===== src/rtl/app_pkg.sv =====
// Shared types and constants for the column drain scheduler.
// Latency: n/a (declarations only).
// Backpressure: n/a.
package app_pkg;

    // Block-length field position inside an info word; upper bits are ignored.
    localparam int LEN_WIDTH    = 16;
    localparam int INFO_LEN_LSB = 0;

    // Column FIFOs are standard mode: dout is valid one cycle after rd_en.
    localparam int FIFO_RD_LAT  = 1;

    // Words that may be outstanding between a data read and the back FIFO.
    localparam int CREDIT_DEPTH = 2;

    typedef enum logic [2:0] {
        ST_IDLE,
        ST_INFO_RD,
        ST_INFO_WAIT,
        ST_DATA,
        ST_NEXT,
        ST_DRAIN,
        ST_DONE
    } state_t;

    // Byte count for a beat count; wraps at 2^32 like the beat counter.
    function automatic logic [31:0] beats_to_bytes(input logic [31:0] beats,
                                                   input int unsigned bytes_per_word);
        return beats * bytes_per_word;
    endfunction

endpackage


===== src/rtl/wr_skid.sv =====
// Output stage to the back FIFO: output register O plus one-entry hold register H.
// Latency: a read issued in cycle t is written in cycle t+2 at the earliest.
// Backpressure: fifo_full stalls O; credit gates new reads so occupancy stays <= 2.
module wr_skid
    import app_pkg::*;
#(
    parameter int DATA_WIDTH = 128
) (
    input  logic                  clk,
    input  logic                  rst,
    input  logic                  rd_issue,
    input  logic [DATA_WIDTH-1:0] rd_dat,
    input  logic                  fifo_full,
    output logic [DATA_WIDTH-1:0] fifo_din,
    output logic                  fifo_wr_en,
    output logic [1:0]            occ,
    output logic                  credit
);

    logic                  infl;
    logic                  o_vld;
    logic                  h_vld;
    logic [DATA_WIDTH-1:0] o_dat;
    logic [DATA_WIDTH-1:0] h_dat;
    logic                  o_free;

    assign fifo_din   = o_dat;
    assign fifo_wr_en = o_vld & ~fifo_full;
    assign o_free     = ~o_vld | fifo_wr_en;

    // In-flight read + H + O; a new read is safe if what remains after this write leaves room.
    assign occ    = {1'b0, infl} + {1'b0, h_vld} + {1'b0, o_vld};
    assign credit = ({1'b0, occ} - {2'b00, fifo_wr_en}) < 3'(CREDIT_DEPTH);

    // Track the read in flight and move returning words through H/O in arrival order.
    always_ff @(posedge clk) begin
        if (rst) begin
            infl  <= 1'b0;
            o_vld <= 1'b0;
            h_vld <= 1'b0;
            o_dat <= '0;
            h_dat <= '0;
        end else begin
            infl <= rd_issue;
            if (o_free) begin
                if (h_vld) begin
                    // H is older than the returning word, so it goes to O first.
                    o_vld <= 1'b1;
                    o_dat <= h_dat;
                    h_vld <= infl;
                    if (infl) begin
                        h_dat <= rd_dat;
                    end
                end else begin
                    o_vld <= infl;
                    if (infl) begin
                        o_dat <= rd_dat;
                    end
                end
            end else if (infl) begin
                // O is stalled; credit guarantees H is free here.
                h_vld <= 1'b1;
                h_dat <= rd_dat;
            end
        end
    end

endmodule


===== src/rtl/col_drain_sched.sv =====
// Drains per-column info/data FIFO pairs, column 0 upward, into the single back FIFO.
// Latency: data read to back-FIFO write 2 cycles; process_done 2 cycles after last write.
// Backpressure: fifo_full stalls the output stage; data reads wait for a credit.
module col_drain_sched
    import app_pkg::*;
#(
    parameter int DATA_WIDTH   = 128,
    parameter int COL_MAX_SIZE = 4,
    parameter int LEN_WIDTH    = app_pkg::LEN_WIDTH
) (
    input  logic                                 user_clk,
    input  logic                                 user_rst,
    input  logic                                 partition_done,
    output logic [COL_MAX_SIZE-1:0]              info_rd_en,
    input  logic [COL_MAX_SIZE*DATA_WIDTH-1:0]   info_dout,
    input  logic [COL_MAX_SIZE-1:0]              info_empty,
    output logic [COL_MAX_SIZE-1:0]              data_rd_en,
    input  logic [COL_MAX_SIZE*DATA_WIDTH-1:0]   data_dout,
    input  logic [COL_MAX_SIZE-1:0]              data_empty,
    output logic [DATA_WIDTH-1:0]                fifo_din,
    output logic                                 fifo_wr_en,
    input  logic                                 fifo_full,
    output logic                                 process_done,
    output logic [31:0]                          data_len
);

    localparam int CW = (COL_MAX_SIZE > 1) ? $clog2(COL_MAX_SIZE) : 1;
    localparam logic [CW-1:0] LAST_COL = CW'(COL_MAX_SIZE - 1);

    state_t                state;
    state_t                nxt;
    logic [CW-1:0]         col;
    logic [LEN_WIDTH-1:0]  rem;
    logic [LEN_WIDTH-1:0]  info_len;
    logic [DATA_WIDTH-1:0] data_cur;
    logic [31:0]           beats;
    logic [31:0]           len_q;
    logic                  pend;
    logic                  rd_issue;
    logic [1:0]            occ;
    logic                  credit;
    logic                  info_unused;

    // Only the length field of an info word matters.
    assign info_unused = ^info_dout;

    // Column mux. The data word returns while col still points at the column
    // it was read from: col only advances in NEXT, a cycle after the last read.
    assign info_len = info_dout[int'(col)*DATA_WIDTH + INFO_LEN_LSB +: LEN_WIDTH];
    assign data_cur = data_dout[int'(col)*DATA_WIDTH +: DATA_WIDTH];
    assign rd_issue = |data_rd_en;

    assign process_done = (state == ST_DONE);
    assign data_len     = len_q;

    wr_skid #(
        .DATA_WIDTH (DATA_WIDTH)
    ) u_skid (
        .clk        (user_clk),
        .rst        (user_rst),
        .rd_issue   (rd_issue),
        .rd_dat     (data_cur),
        .fifo_full  (fifo_full),
        .fifo_din   (fifo_din),
        .fifo_wr_en (fifo_wr_en),
        .occ        (occ),
        .credit     (credit)
    );

    // Next-state and read strobes; at most one strobe per cycle by construction.
    always_comb begin
        nxt        = state;
        info_rd_en = '0;
        data_rd_en = '0;
        case (state)
            ST_IDLE: begin
                if (pend) begin
                    nxt = ST_INFO_RD;
                end
            end
            ST_INFO_RD: begin
                if (!info_empty[col]) begin
                    info_rd_en[col] = 1'b1;
                    nxt             = ST_INFO_WAIT;
                end
            end
            ST_INFO_WAIT: begin
                nxt = (info_len == '0) ? ST_NEXT : ST_DATA;
            end
            ST_DATA: begin
                if (!data_empty[col] && credit) begin
                    data_rd_en[col] = 1'b1;
                    if (rem == LEN_WIDTH'(1)) begin
                        nxt = ST_NEXT;
                    end
                end
            end
            ST_NEXT: begin
                nxt = (col == LAST_COL) ? ST_DRAIN : ST_INFO_RD;
            end
            ST_DRAIN: begin
                if (occ == 2'd0) begin
                    nxt = ST_DONE;
                end
            end
            ST_DONE: begin
                nxt = ST_IDLE;
            end
            default: begin
                nxt = ST_IDLE;
            end
        endcase
    end

    // State register.
    always_ff @(posedge user_clk) begin
        if (user_rst) begin
            state <= ST_IDLE;
        end else begin
            state <= nxt;
        end
    end

    // Sticky batch request; a pulse seen mid-batch queues the next batch.
    always_ff @(posedge user_clk) begin
        if (user_rst) begin
            pend <= 1'b0;
        end else begin
            pend <= partition_done | (pend & (state != ST_IDLE));
        end
    end

    // Column index and remaining-beat count for the column being drained.
    always_ff @(posedge user_clk) begin
        if (user_rst) begin
            col <= '0;
            rem <= '0;
        end else begin
            case (state)
                ST_IDLE:      col <= '0;
                ST_INFO_WAIT: rem <= info_len;
                ST_DATA:      if (rd_issue) rem <= rem - LEN_WIDTH'(1);
                ST_NEXT:      if (col != LAST_COL) col <= col + CW'(1);
                default:      ;
            endcase
        end
    end

    // Beat count per batch and the byte count reported when the batch finishes.
    always_ff @(posedge user_clk) begin
        if (user_rst) begin
            beats <= '0;
            len_q <= '0;
        end else begin
            if (state == ST_IDLE) begin
                beats <= '0;
            end else if (fifo_wr_en) begin
                beats <= beats + 32'd1;
            end
            // occ is zero on this transition, so beats is final.
            if (state == ST_DRAIN && nxt == ST_DONE) begin
                len_q <= beats_to_bytes(beats, DATA_WIDTH / 8);
            end
        end
    end

endmodule

===== config.mk =====
export PLATFORM = sky130hd
export DESIGN_NAME = col_drain_sched
export DESIGN_NICKNAME = d
export VERILOG_FILES = /design/src/rtl/app_pkg.sv /design/src/rtl/wr_skid.sv /design/src/rtl/col_drain_sched.sv
export SDC_FILE = /design/constraint.sdc
export NUM_CORES = 1
export LEC_CHECK = 0
export ABC_CLOCK_PERIOD_IN_PS = 5900
export CORE_AREA = 4 4 462 464
export DETAILED_ROUTE_END_ITERATION = 16
export DIE_AREA = 0 0 466 468
export PLACE_DENSITY = 0.35
export SLEW_MARGIN = 20
export SYNTH_ARGS = -nofsm -noshare
export SYNTH_HDL_FRONTEND = slang
export SYNTH_HIERARCHICAL = 1
export SYNTH_SLANG_ARGS = --single-unit

===== constraint.sdc =====
create_clock -name user_clk -period 5.9 [get_ports user_clk]
set_input_delay 0.59 -clock user_clk [delete_from_list [all_inputs] [get_ports user_clk]]
set_output_delay 0.59 -clock user_clk [all_outputs]
set_load 0.005 [all_outputs]

Word level (Yosys, flattened, before mapping) --
Index checks and enable logic that the tools add are counted.
Operators by class: add/sub/neg operators 6, magnitude comparators 3, eq/ne operators 13, shift operators 2, muxes and demuxes 31, bitwise logic cells 6, reduce and logical (&&, ||, !) cells 17
Operator list (number):
- 2-to-1 mux 128 bit | 5
- variable part select 512 x 10 -> 128 bit | 1
- variable part select 512 x 10 -> 16 bit | 1
- adder 32 x 1 -> 32 bit (second input constant) | 1
- case mux 16 bit (2 select lines) | 1
- 2-to-1 mux 3 bit | 7
- case mux 3 bit (6 select lines) | 1
- equality test 16 x 1 -> 1 bit (second input constant) | 1
- zero test 16 bit | 1
- 2-to-1 mux 16 bit | 1
- 2-to-1 mux 4 bit | 4
- subtractor 16 x 1 -> 16 bit (second input constant) | 1
- equality test 3 bit (second input constant) | 4
- nonzero test 2 bit | 4
- 2-to-1 mux 1 bit | 7
- equality test 3 x 2 -> 1 bit (second input constant) | 2
- AND reduction 2 bit | 3
- binary-select mux 1 bit (select 2 bit) | 2
- != test 2 x 1 -> 1 bit (second input constant) | 2
- != test 2 bit (second input constant) | 2
- case mux 2 bit (2 select lines) | 1
- OR reduction 4 bit | 1
- equality test 3 x 1 -> 1 bit (second input constant) | 1
- logical AND 1 bit | 3
- 18 further kinds | 21
Word-level totals: register bits 341, bits of input ports 1036, output and inout port bits 170, word-level logic and storage cells 89

Longest topological paths before layout --
Gate-level depths: netlist of the first run.
depth after elaboration 10, mapped depth 12, gate-level depth less buffers 8

Cells and area by module --
Netlist of the first run, hierarchy kept.
Modules (own cells, without submodules):
- wr_skid | instances 1, cells an instance 1140, area an instance 11860.1 µm², seq. area each 5185.0 µm²
- col_drain_sched | instances 1, cells an instance 654, area an instance 7186.9 µm², seq. area each 1561.5 µm²

Worst setup path before layout of the first run --
OpenSTA, ideal clock, no wires.
path type flip-flop to flip-flop, start register col[1], end register rem[2], setup time 0.128 ns, arrival time 2.823 ns, data required time 5.772 ns, slack 2.949 ns, cell stages (with the launch flop) 11, path buffers 4, clock period less this slack 2.951 ns, cell sequence dfxtp_1 -> buf_1 -> clkbuf_1 -> clkbuf_1 -> inv_1 -> ha_1 -> o41ai_1 -> o31a_1 -> clkbuf_1 -> a2bb2oi_1 -> nor2_1
Between the ends: longest elaborated chain between the ends 9, elaborated cells between the ends (all ways) 16, those cells by class order compare: 2; eq/ne: 1; shift: 1; mux: 7; reduce/logical: 5
RTL lines:
- start, declared | line col_drain_sched.sv:32 | logic [CW-1:0] col;
- start signal, assigned | line col_drain_sched.sv:143 | ST_NEXT: if (col != LAST_COL) col <= col + CW'(1);
- less-than comparator 2 x 3 -> 1 bit (implied by the code) (tied with other cells) | line col_drain_sched.sv:92 | data_rd_en[col] = 1'b1;
- logical AND 1 bit (implied by the code) / 2-to-1 mux 1 bit (equally long branches) | line col_drain_sched.sv:92, col_drain_sched.sv:91
- 2-to-1 mux 1 bit (implied by the code) / zero test 1 bit (equally long branches) | line col_drain_sched.sv:92, col_drain_sched.sv:91
- demux 1 bit (select 2 bit) / logical AND 1 bit (equally long branches) | line col_drain_sched.sv:92, col_drain_sched.sv:91
- 2-to-1 mux 4 bit | line col_drain_sched.sv:91 | if (!data_empty[col] && credit) begin
- 2-to-1 mux 4 bit | line col_drain_sched.sv:75 | case (state)
- OR reduction 4 bit | line col_drain_sched.sv:51 | assign rd_issue = |data_rd_en;
- != test 2 x 1 -> 1 bit (no source line)
- AND reduction 2 bit (no source line)
- end signal, assigned | line col_drain_sched.sv:141 | ST_INFO_WAIT: rem <= info_len;
- end signal, assigned | line col_drain_sched.sv:142 | ST_DATA: if (rd_issue) rem <= rem - LEN_WIDTH'(1);
- end, declared | line col_drain_sched.sv:33 | logic [LEN_WIDTH-1:0] rem;
Several ways; a longest one is shown, not always the timed one. The select of a mux whose other input is x is not followed. A chain may end at the register's enable or synchronous reset.

Worst setup path in the final report of the first run --
start register col[0], end output port data_rd_en[3]
Between the ends: longest elaborated chain between the ends 6, elaborated cells between the ends (all ways) 11, those cells by class order compare: 2; mux: 6; reduce/logical: 3
RTL lines:
- less-than comparator 2 x 3 -> 1 bit (implied by the code) (tied with other cells) | line col_drain_sched.sv:92
- logical AND 1 bit (implied by the code) / 2-to-1 mux 1 bit (equally long branches) | line col_drain_sched.sv:92, col_drain_sched.sv:91
- 2-to-1 mux 1 bit (implied by the code) / zero test 1 bit (equally long branches) | line col_drain_sched.sv:92, col_drain_sched.sv:91
- demux 1 bit (select 2 bit) / logical AND 1 bit (equally long branches) | line col_drain_sched.sv:92, col_drain_sched.sv:91
- 2-to-1 mux 4 bit * | line col_drain_sched.sv:91
- 2-to-1 mux 4 bit * | line col_drain_sched.sv:75
- end, declared | line col_drain_sched.sv:17 | output logic [COL_MAX_SIZE-1:0] data_rd_en,
Mark *: on every way between the ends. The rest lies on a longest branch, timed or not. The select of a mux whose other input is x is not followed.

==> key figures, run 1 <==
Route
  – Via/cell ratio: 3.08
  – Remaining design rule violation count: 0
  – Vias: 16300
  – Number of nets with antenna violations after detailed routing: 0
  – Initial DRC count: 697
  – Post-detailed-route wirelength per cell: 18.9 um
  – Number of detailed-route iterations in the first pass: 4
  – Aggregate routed wire length: 100000 um

Cells and area
  – Area overhead of the layout relative to synthesis: 64.1%
  – Most used cells in the layout excluding fill and tap cells: sky130_fd_sc_hd__clkdlybuf4s50_1 (752), sky130_fd_sc_hd__dfxtp_1 (334), sky130_fd_sc_hd__nand2b_1 (260), sky130_fd_sc_hd__mux2i_1 (258), sky130_fd_sc_hd__nor2_1 (175)
  – Layout cell share with drive strength beyond 1: 0.137
  – Final Instance Count excl. Fillers: 5305
  – Leading cell type in the layout, fill and taps excluded: sky130_fd_sc_hd__clkdlybuf4s50_1
  – Net total in the final layout: 3503

Worst hold path
  – Worst hold path type: register to register

Timing
  – Tightest slew margin relative to the limit: 0.315
  – Final number of max-transition violations: 0
  – Worst-case clock skew: 0.0321 ns
  – Worst path setup slack after routing: 1.59 ns
  – Setup repair after global routing missed its margin: false
  – Final period utilization: 0.731
  – Post-route minimum period: 4.31 ns
  – Endpoints failing hold: 0
  – Post-Route Setup TNS: 0 ns
  – Final number of setup-violating endpoints: 0
  – Fmax achieved: 0.232 GHz
  – Actual slew at the worst max-slew pin: 1.03 ns

Yosys
  – Synthesis-stage register bit count: 337
  – Synth top area cells: sky130_fd_sc_hd__dfxtp_1 (35%), sky130_fd_sc_hd__mux4_2 (17%), sky130_fd_sc_hd__mux2i_1 (14%), sky130_fd_sc_hd__nand2b_1 (8.5%), sky130_fd_sc_hd__a211oi_2 (5.3%)
  – Fraction of registers with async set or reset after synthesis: 0
  – Synth top area share: 0.354
  – Synthesized instance count: 1794
  – Mean instance size in the synthesized netlist: 10.6 um2
  – Distinct cell type count after synthesis: 63
  – Combined area of all synthesized cells: 19000 um2
  – Sequential fraction of the synthesis area: 0.354
  – Most used flip-flop cell after synthesis: sky130_fd_sc_hd__dfxtp_1
  – Top cell type by total area after synthesis: sky130_fd_sc_hd__dfxtp_1
  – Count of flip-flops with a built-in enable after synthesis: 0
  – YS warnings: 6

Place
  – HPWL Detailed: 78500 um
  – Number of placed cells counting well taps: 5214
  – Routability-driven placement congestion ratio: 0.779
  – Count of input and output buffers: 753
  – Dpl ws: 1.84 ns

Worst setup path
  – Endpoint class of the critical path: output pin
  – CP Max Fanout: 38
  – Crit path DAT: 3.72 ns
  – Critical path launch point type: register
  – CP Class: register to output pin
  – WP data required: 5.31 ns

Clock network
  – Clock Path Buffers: 3
  – Number of H-tree branching levels: 2
  – # Post-CTS Setup Buffers: 0
  – Clk pin slew, worst setup/hold paths: 0.05 ns
  – CTS Buf Count: 48
  – TritonCTS clock tree: yes
  – Number of clock sinks: 337
  – Clock latency of the later-clocked register in the worst-skew pair: 0.63 ns
  – Buffer cell driving the clock tree root: sky130_fd_sc_hd__clkbuf_16
  – Resized cells post-CTS: 0
  – Hold-fix buffers, CTS: 0

Power and ir drop
  – Cell-internal power: 0.00473 W
  – Switching portion of total power: 0.255
  – Worst voltage drop across the vdd grid: 0.173 mV
  – Proportion of power drawn by combinational gates: 0.141
  – Power spent charging and discharging nets: 0.00162 W
  – Static leakage: 9.02 nW
  – Total power per unit cell area: 203 nW/um2
  – Sequential share of power: 0.367
  – Part of the power in the clock network: 0.492

Die
  – Initial Util: 0.0911
  – Die Footprint: 218000 um2
  – Die Width: 466 um
  – Site row count: 168
  – Total core area: 209000 um2
  – Number of top-level pins: 1206
  – Die outline height: 468 um

GRT
  – Via count of the first global-routing pass: 16800
  – Wire length of the first global-routing pass: 136000 um
  – Antenna violations before repair: 20
  – Maximum number of pins on one net before global-route repair: 182
  – Global route total overflow: 0
  – Global router's overall resource usage: 0.0875

Run
  – Max-cap violations: 0

Outcome
  – Result of the run: finished clean
## through the flow
step | power, W | utilization | hold WS, ns | area [um2]
after floorplan | 0.00271 | - | 0.429 | 19100
after global placement | 0.00328 | 0.141 | 0.453 | 29600
after detailed placement | 0.00329 | 0.141 | 0.450 | 29600
after CTS | 0.00657 | 0.149 | 0.426 | 31300
after global routing | 0.00669 | 0.149 | 0.480 | 31300
final | 0.00634 | 0.149 | 0.454 | 31300
## power groups by stage
stage	Combinational (W)	Clock [W]	Sequential [W]
floorplan	0.000345	0	0.00237
global placement	0.000906	0	0.00238
detailed placement	0.000909	0	0.00238
CTS	0.000913	0.00333	0.00233
global route	0.000961	0.00339	0.00233
finish	0.000892	0.00312	0.00233
## metal layers
metal / GRT usage / share of wire / up-vias
met5: 0 / 0.00053 / -
li1: - / - / 7852
met1: 0.107 / 0.42 / 7875
met4: 0.0146 / 0.015 / 8
met3: 0.0282 / 0.079 / 94
met2: 0.151 / 0.49 / 510
## path summary, 6_finish.rpt
check | startpoint | to | slack, ns | depth (start not counted)
setup / recovery | col[0] | data_rd_en[3] | 1.59 | 5
hold / removal | data_len[21] | data_len[21] | 0.45 | 2
setup reg to reg | col[0] | rem[12] | 2.27 | 8
hold reg to reg | data_len[21] | data_len[21] | 0.45 | 2
## kinds of logic (layout without fill, tap and decap cells)
group | Yosys count | after routing | share of synthesized area
other | 1 | 7 | 0.000197
xor gates and xnor gates | 22 | 22 | 0.0101
AOI/OAI and AO/OA | 235 | 235 | 0.106
adders and majority gates | 8 | 8 | 0.00565
buffers and inverters | 179 | 879 | 0.0487
DFF | 337 | 337 | 0.354
muxes | 404 | 404 | 0.308
and+or+nand+nor | 608 | 608 | 0.167
## critical path, cell delays in order, from the launching register on
cell	delay, ns
sky130_fd_sc_hd__dfxtp_4	0.50
sky130_fd_sc_hd__buf_4	0.53
sky130_fd_sc_hd__buf_4	0.72
sky130_fd_sc_hd__ha_1	0.52
sky130_fd_sc_hd__and2_1	0.19
sky130_fd_sc_hd__clkdlybuf4s50_1	0.61
## registers in the layout, summed over array words and instances, names as in the netlist
name / flops
beats: 28
col: 2
data_len: 28
pend: 1
rem: 16
state: 3
u_skid/fifo_din: 128
u_skid/h_dat: 128
u_skid/h_vld: 1
u_skid/infl: 1
u_skid/o_vld: 1
## layout make-up
type	instances	area [um2]
inverters	12	45.0
flip-flops and latches	337	6760
fillers	23300	178000
repair buffers	779	7840
clock inverters	17	244
clock buffers	71	1450
well taps	2805	3510
multi-input cells	1281	11400
diodes	3	7.51
## synth_stat cells, types with 2 or more instances
| library cell | instances |
|---|---|
| sky130_fd_sc_hd__or3_1 | 7 |
| sky130_fd_sc_hd__or4_1 | 6 |
| sky130_fd_sc_hd__a21oi_1 | 50 |
| sky130_fd_sc_hd__and2_1 | 12 |
| sky130_fd_sc_hd__buf_4 | 16 |
| sky130_fd_sc_hd__inv_1 | 11 |
| sky130_fd_sc_hd__mux4_2 | 146 |
| sky130_fd_sc_hd__nor4b_1 | 3 |
| sky130_fd_sc_hd__nor3b_1 | 3 |
| sky130_fd_sc_hd__nor4_1 | 9 |
| sky130_fd_sc_hd__buf_2 | 63 |
| sky130_fd_sc_hd__a211oi_1 | 51 |
| sky130_fd_sc_hd__dfxtp_1 | 337 |
| sky130_fd_sc_hd__nor2_1 | 175 |
| sky130_fd_sc_hd__nor2b_1 | 5 |
| sky130_fd_sc_hd__buf_6 | 13 |
| sky130_fd_sc_hd__and4_1 | 4 |
| sky130_fd_sc_hd__o31a_1 | 2 |
| sky130_fd_sc_hd__a22o_1 | 2 |
| sky130_fd_sc_hd__or2_2 | 2 |
| sky130_fd_sc_hd__o41ai_1 | 3 |
| sky130_fd_sc_hd__a2bb2oi_1 | 2 |
| sky130_fd_sc_hd__xor2_1 | 6 |
| sky130_fd_sc_hd__nand3_1 | 14 |
| sky130_fd_sc_hd__clkbuf_1 | 59 |
| sky130_fd_sc_hd__a22oi_1 | 3 |
| sky130_fd_sc_hd__mux2i_1 | 258 |
| sky130_fd_sc_hd__o21a_1 | 2 |
| sky130_fd_sc_hd__and3_1 | 4 |
| sky130_fd_sc_hd__o31ai_1 | 4 |
| sky130_fd_sc_hd__a32oi_1 | 2 |
| sky130_fd_sc_hd__o21ai_0 | 6 |
| sky130_fd_sc_hd__a31oi_1 | 3 |
| sky130_fd_sc_hd__nand2_1 | 84 |
| sky130_fd_sc_hd__ha_1 | 7 |
| sky130_fd_sc_hd__a211oi_2 | 80 |
| sky130_fd_sc_hd__xnor2_1 | 16 |
| sky130_fd_sc_hd__nor3_1 | 8 |
| sky130_fd_sc_hd__o21ai_1 | 14 |
| sky130_fd_sc_hd__nand2b_1 | 260 |
| sky130_fd_sc_hd__nand4_1 | 7 |
| sky130_fd_sc_hd__buf_1 | 14 |
No activity file was read; power rests on OpenSTA's default activity.
==> run 2: changes to the inputs <==
Settings changed: ABC_CLOCK_PERIOD_IN_PS 5900 to 4450, CORE_AREA 4 4 462 464 to 4 4 474 476, DIE_AREA 0 0 466 468 to 0 0 478 480, PLACE_DENSITY 0.35 to 0.34.
Clock period 5.9 ns to 4.45 ns, I/O delays scaled along.
==> key figures, run 2 (synthesized netlist as in run 1, its figures left out) <==
Die
  – Site row count: 173 (+3.0%)
  – Total core area: 221000 um2 (+5.7%)
  – Initial Util: 0.0862 (-0.00488)
  – Number of top-level pins: 1206 (unchanged)
  – Die outline height: 480 um (+2.6%)
  – Die Width: 478 um (+2.6%)
  – Die Footprint: 229000 um2 (+5.2%)

GRT
  – Antenna violations before repair: 16 (-20%)
  – Maximum number of pins on one net before global-route repair: 139 (-24%)
  – Global router's overall resource usage: 0.0819 (-0.00557)
  – Wire length of the first global-routing pass: 135000 um (-0.91%)
  – Global route total overflow: 0 (unchanged)
  – Via count of the first global-routing pass: 17200 (+2.5%)

Worst hold path
  – Endpoint, Worst Hold: data_len[29]
  – Startpoint of the most critical hold path: user_rst
  – Worst hold path stage count: 2 (unchanged)
  – Worst hold path type: primary input to register

Cells and area
  – Fill cell total of the finished layout: 24900 (+6.6%)
  – Leading cell type in the layout, fill and taps excluded: sky130_fd_sc_hd__clkdlybuf4s50_1
  – Net total in the final layout: 3505 (+0.057%)
  – Cell area after layout: 31500 um2 (+0.74%)
  – Most used cells in the layout excluding fill and tap cells: sky130_fd_sc_hd__clkdlybuf4s50_1 (752), sky130_fd_sc_hd__dfxtp_1 (334), sky130_fd_sc_hd__nand2b_1 (260), sky130_fd_sc_hd__mux2i_1 (258), sky130_fd_sc_hd__nor2_1 (175)
  – Area overhead of the layout relative to synthesis: 65.3%
  – Layout cell share with drive strength beyond 1: 0.137 (-0.000691)

Worst setup path
  – Crit path DAT: 3.38 ns (-0.34 ns)
  – Critical Path, Cell by Cell: mux4_2, nor4_1, and2_1, clkdlybuf4s50_1
  – Critical path depth: 4 (-1)
  – Depth of the worst register-to-register path: 5 (-3)
  – Worst flop-to-flop path endpoint: u_skid/fifo_din[63]
  – Endpoint class of the critical path: output pin
  – Top delay family on crit path: simple AND/OR/NAND/NOR gates
  – Buffers plus inverters on the worst setup path: 1 (-2)
  – WP data required: 4.01 ns (-1.30 ns)
  – Critical path launch point type: register
  – CP Max Fanout: 28 (-26%)
  – CP peak stage delay: 0.74 ns (+0.02 ns)
  – Reg2reg setup slack: 1.56 ns (-0.71 ns)
  – Startpoint of the lowest-slack register-to-register path: col[0]
  – Cell at the slowest stage of the critical path: sky130_fd_sc_hd__dfxtp_4
  – CP Class: register to output pin

Timing
  – Worst-case clock skew: 0.0255 ns (-0.00661 ns)
  – Final number of setup-violating endpoints: 0 (unchanged)
  – Post-Route Setup TNS: 0 ns (unchanged)
  – Setup repair after global routing missed its margin: false
  – Fmax achieved: 0.261 GHz
  – Post-route minimum period: 3.83 ns
  – Final period utilization: 0.860
  – Tightest slew margin relative to the limit: 0.324 (+0.00964)
  – Endpoints failing hold: 0 (unchanged)
  – Final number of max-transition violations: 0 (unchanged)
  – Actual slew at the worst max-slew pin: 1.01 ns (-0.0145 ns)

Clock network
  – Number of clock sinks: 337 (unchanged)
  – TritonCTS clock tree: yes
  – Buffer cell driving the clock tree root: sky130_fd_sc_hd__clkbuf_16
  – Number of H-tree branching levels: 2 (unchanged)
  – Resized cells post-CTS: 0 (unchanged)
  – CTS Buf Count: 48 (unchanged)
  – Clk pin slew, worst setup/hold paths: 0.06 ns (about the same)
  – Clock latency of the later-clocked register in the worst-skew pair: 0.63 ns (about the same)
  – # Post-CTS Setup Buffers: 0 (unchanged)
  – Clock Path Buffers: 3 (unchanged)
  – Hold-fix buffers, CTS: 0 (unchanged)

Outcome
  – Result of the run: finished clean

Place
  – Count of input and output buffers: 753 (unchanged)
  – HPWL Detailed: 77400 um (-1.4%)
  – Total cell area at the placement stage: 29800 um2 (+0.88%)
  – Routability-driven placement congestion ratio: 0.790 (+1.4%)

Power and ir drop
  – Worst voltage drop across the vdd grid: 0.273 mV (+58%)
  – Total power per unit cell area: 267 nW/um2 (+32%)
  – Switching portion of total power: 0.258 (+0.00283)
  – Power spent charging and discharging nets: 0.00216 W (+34%)
  – Proportion of power drawn by combinational gates: 0.141 (about the same)
  – Part of the power in the clock network: 0.492 (about the same)
  – Static leakage: 9.01 nW (-0.11%)
  – Sequential share of power: 0.367 (about the same)
  – Cell-internal power: 0.00624 W (+32%)

Route
  – Remaining design rule violation count: 0 (unchanged)
  – Initial DRC count: 689 (-1.1%)
  – Via/cell ratio: 2.97 (-3.6%)
  – Vias: 16300 (-0.45%)
  – Aggregate routed wire length: 98000 um (-2.3%)
  – Number of detailed-route iterations in the first pass: 4 (unchanged)
  – Number of nets with antenna violations after detailed routing: 0 (unchanged)
  – Post-detailed-route wirelength per cell: 17.9 um (-5.4%)

Run
  – Max-cap violations: 0 (unchanged)
run 2: worst max-delay path by stage:
stage / slack [ns] / startpoint / end
finish: 0.62 / col[0] / info_rd_en[0]
global route: 0.33 / col[0] / info_rd_en[2]
CTS: 0.42 / col[0] / info_rd_en[1]
detailed placement: 1.02 / fifo_full / data_rd_en[2]
global placement: 1.04 / fifo_full / data_rd_en[2]
floorplan: 1.50 / col[1] / rem[2]
run 2: cell type report:
| type | count | area [um2] | area share |
|---|---|---|---|
| clock buffers | 64 | 1340 | 0.0426 |
| inverters | 12 | 45.0 | 0.00143 |
| flip-flops and latches | 337 | 6760 | 0.215 |
| repair buffers | 781 | 7890 | 0.251 |
| multi-input cells | 1281 | 11400 | 0.362 |
| well taps | 2975 | 3720 | 0.118 |
| clock inverters | 20 | 312 | 0.00989 |
| diodes | 8 | 20.0 | 0.000636 |
run 2: power by group through the flow:
| stage | Sequential (W) | Combinational [W] | Clock [W] |
|---|---|---|---|
| floorplan | 0.00314 | 0.000457 | 0 |
| global route | 0.00309 | 0.00128 | 0.00448 |
| detailed placement | 0.00315 | 0.00120 | 0 |
| global placement | 0.00315 | 0.00120 | 0 |
| finish | 0.00308 | 0.00118 | 0.00414 |
| CTS | 0.00308 | 0.00121 | 0.00438 |
run 2: layer usage:
metal  up-vias  share of wire  track usage
met5         -       0.000071            0
met1      7779           0.42       0.0989
met4         2          0.030       0.0238
li1       7854              -            -
met3       104          0.069       0.0247
met2       527           0.48        0.140
run 2: through the flow:
| step | total power (W) | cells | worst slack [ns] | util | hold slack (ns) |
|---|---|---|---|---|---|
| 4_1_cts | 0.00868 | 5470 | 0.420 | 0.142 | 0.271 |
| 2_1_floorplan | 0.00360 | 1797 | 1.50 | - | 0.429 |
| 3_5_place_dp | 0.00435 | 5386 | 1.02 | 0.135 | 0.450 |
| 3_3_place_gp | 0.00435 | 5386 | 1.04 | 0.135 | 0.453 |
| 5_1_grt | 0.00885 | 5476 | 0.332 | 0.142 | 0.306 |
| 6_report | 0.00840 | 5478 | 0.624 | 0.142 | 0.297 |
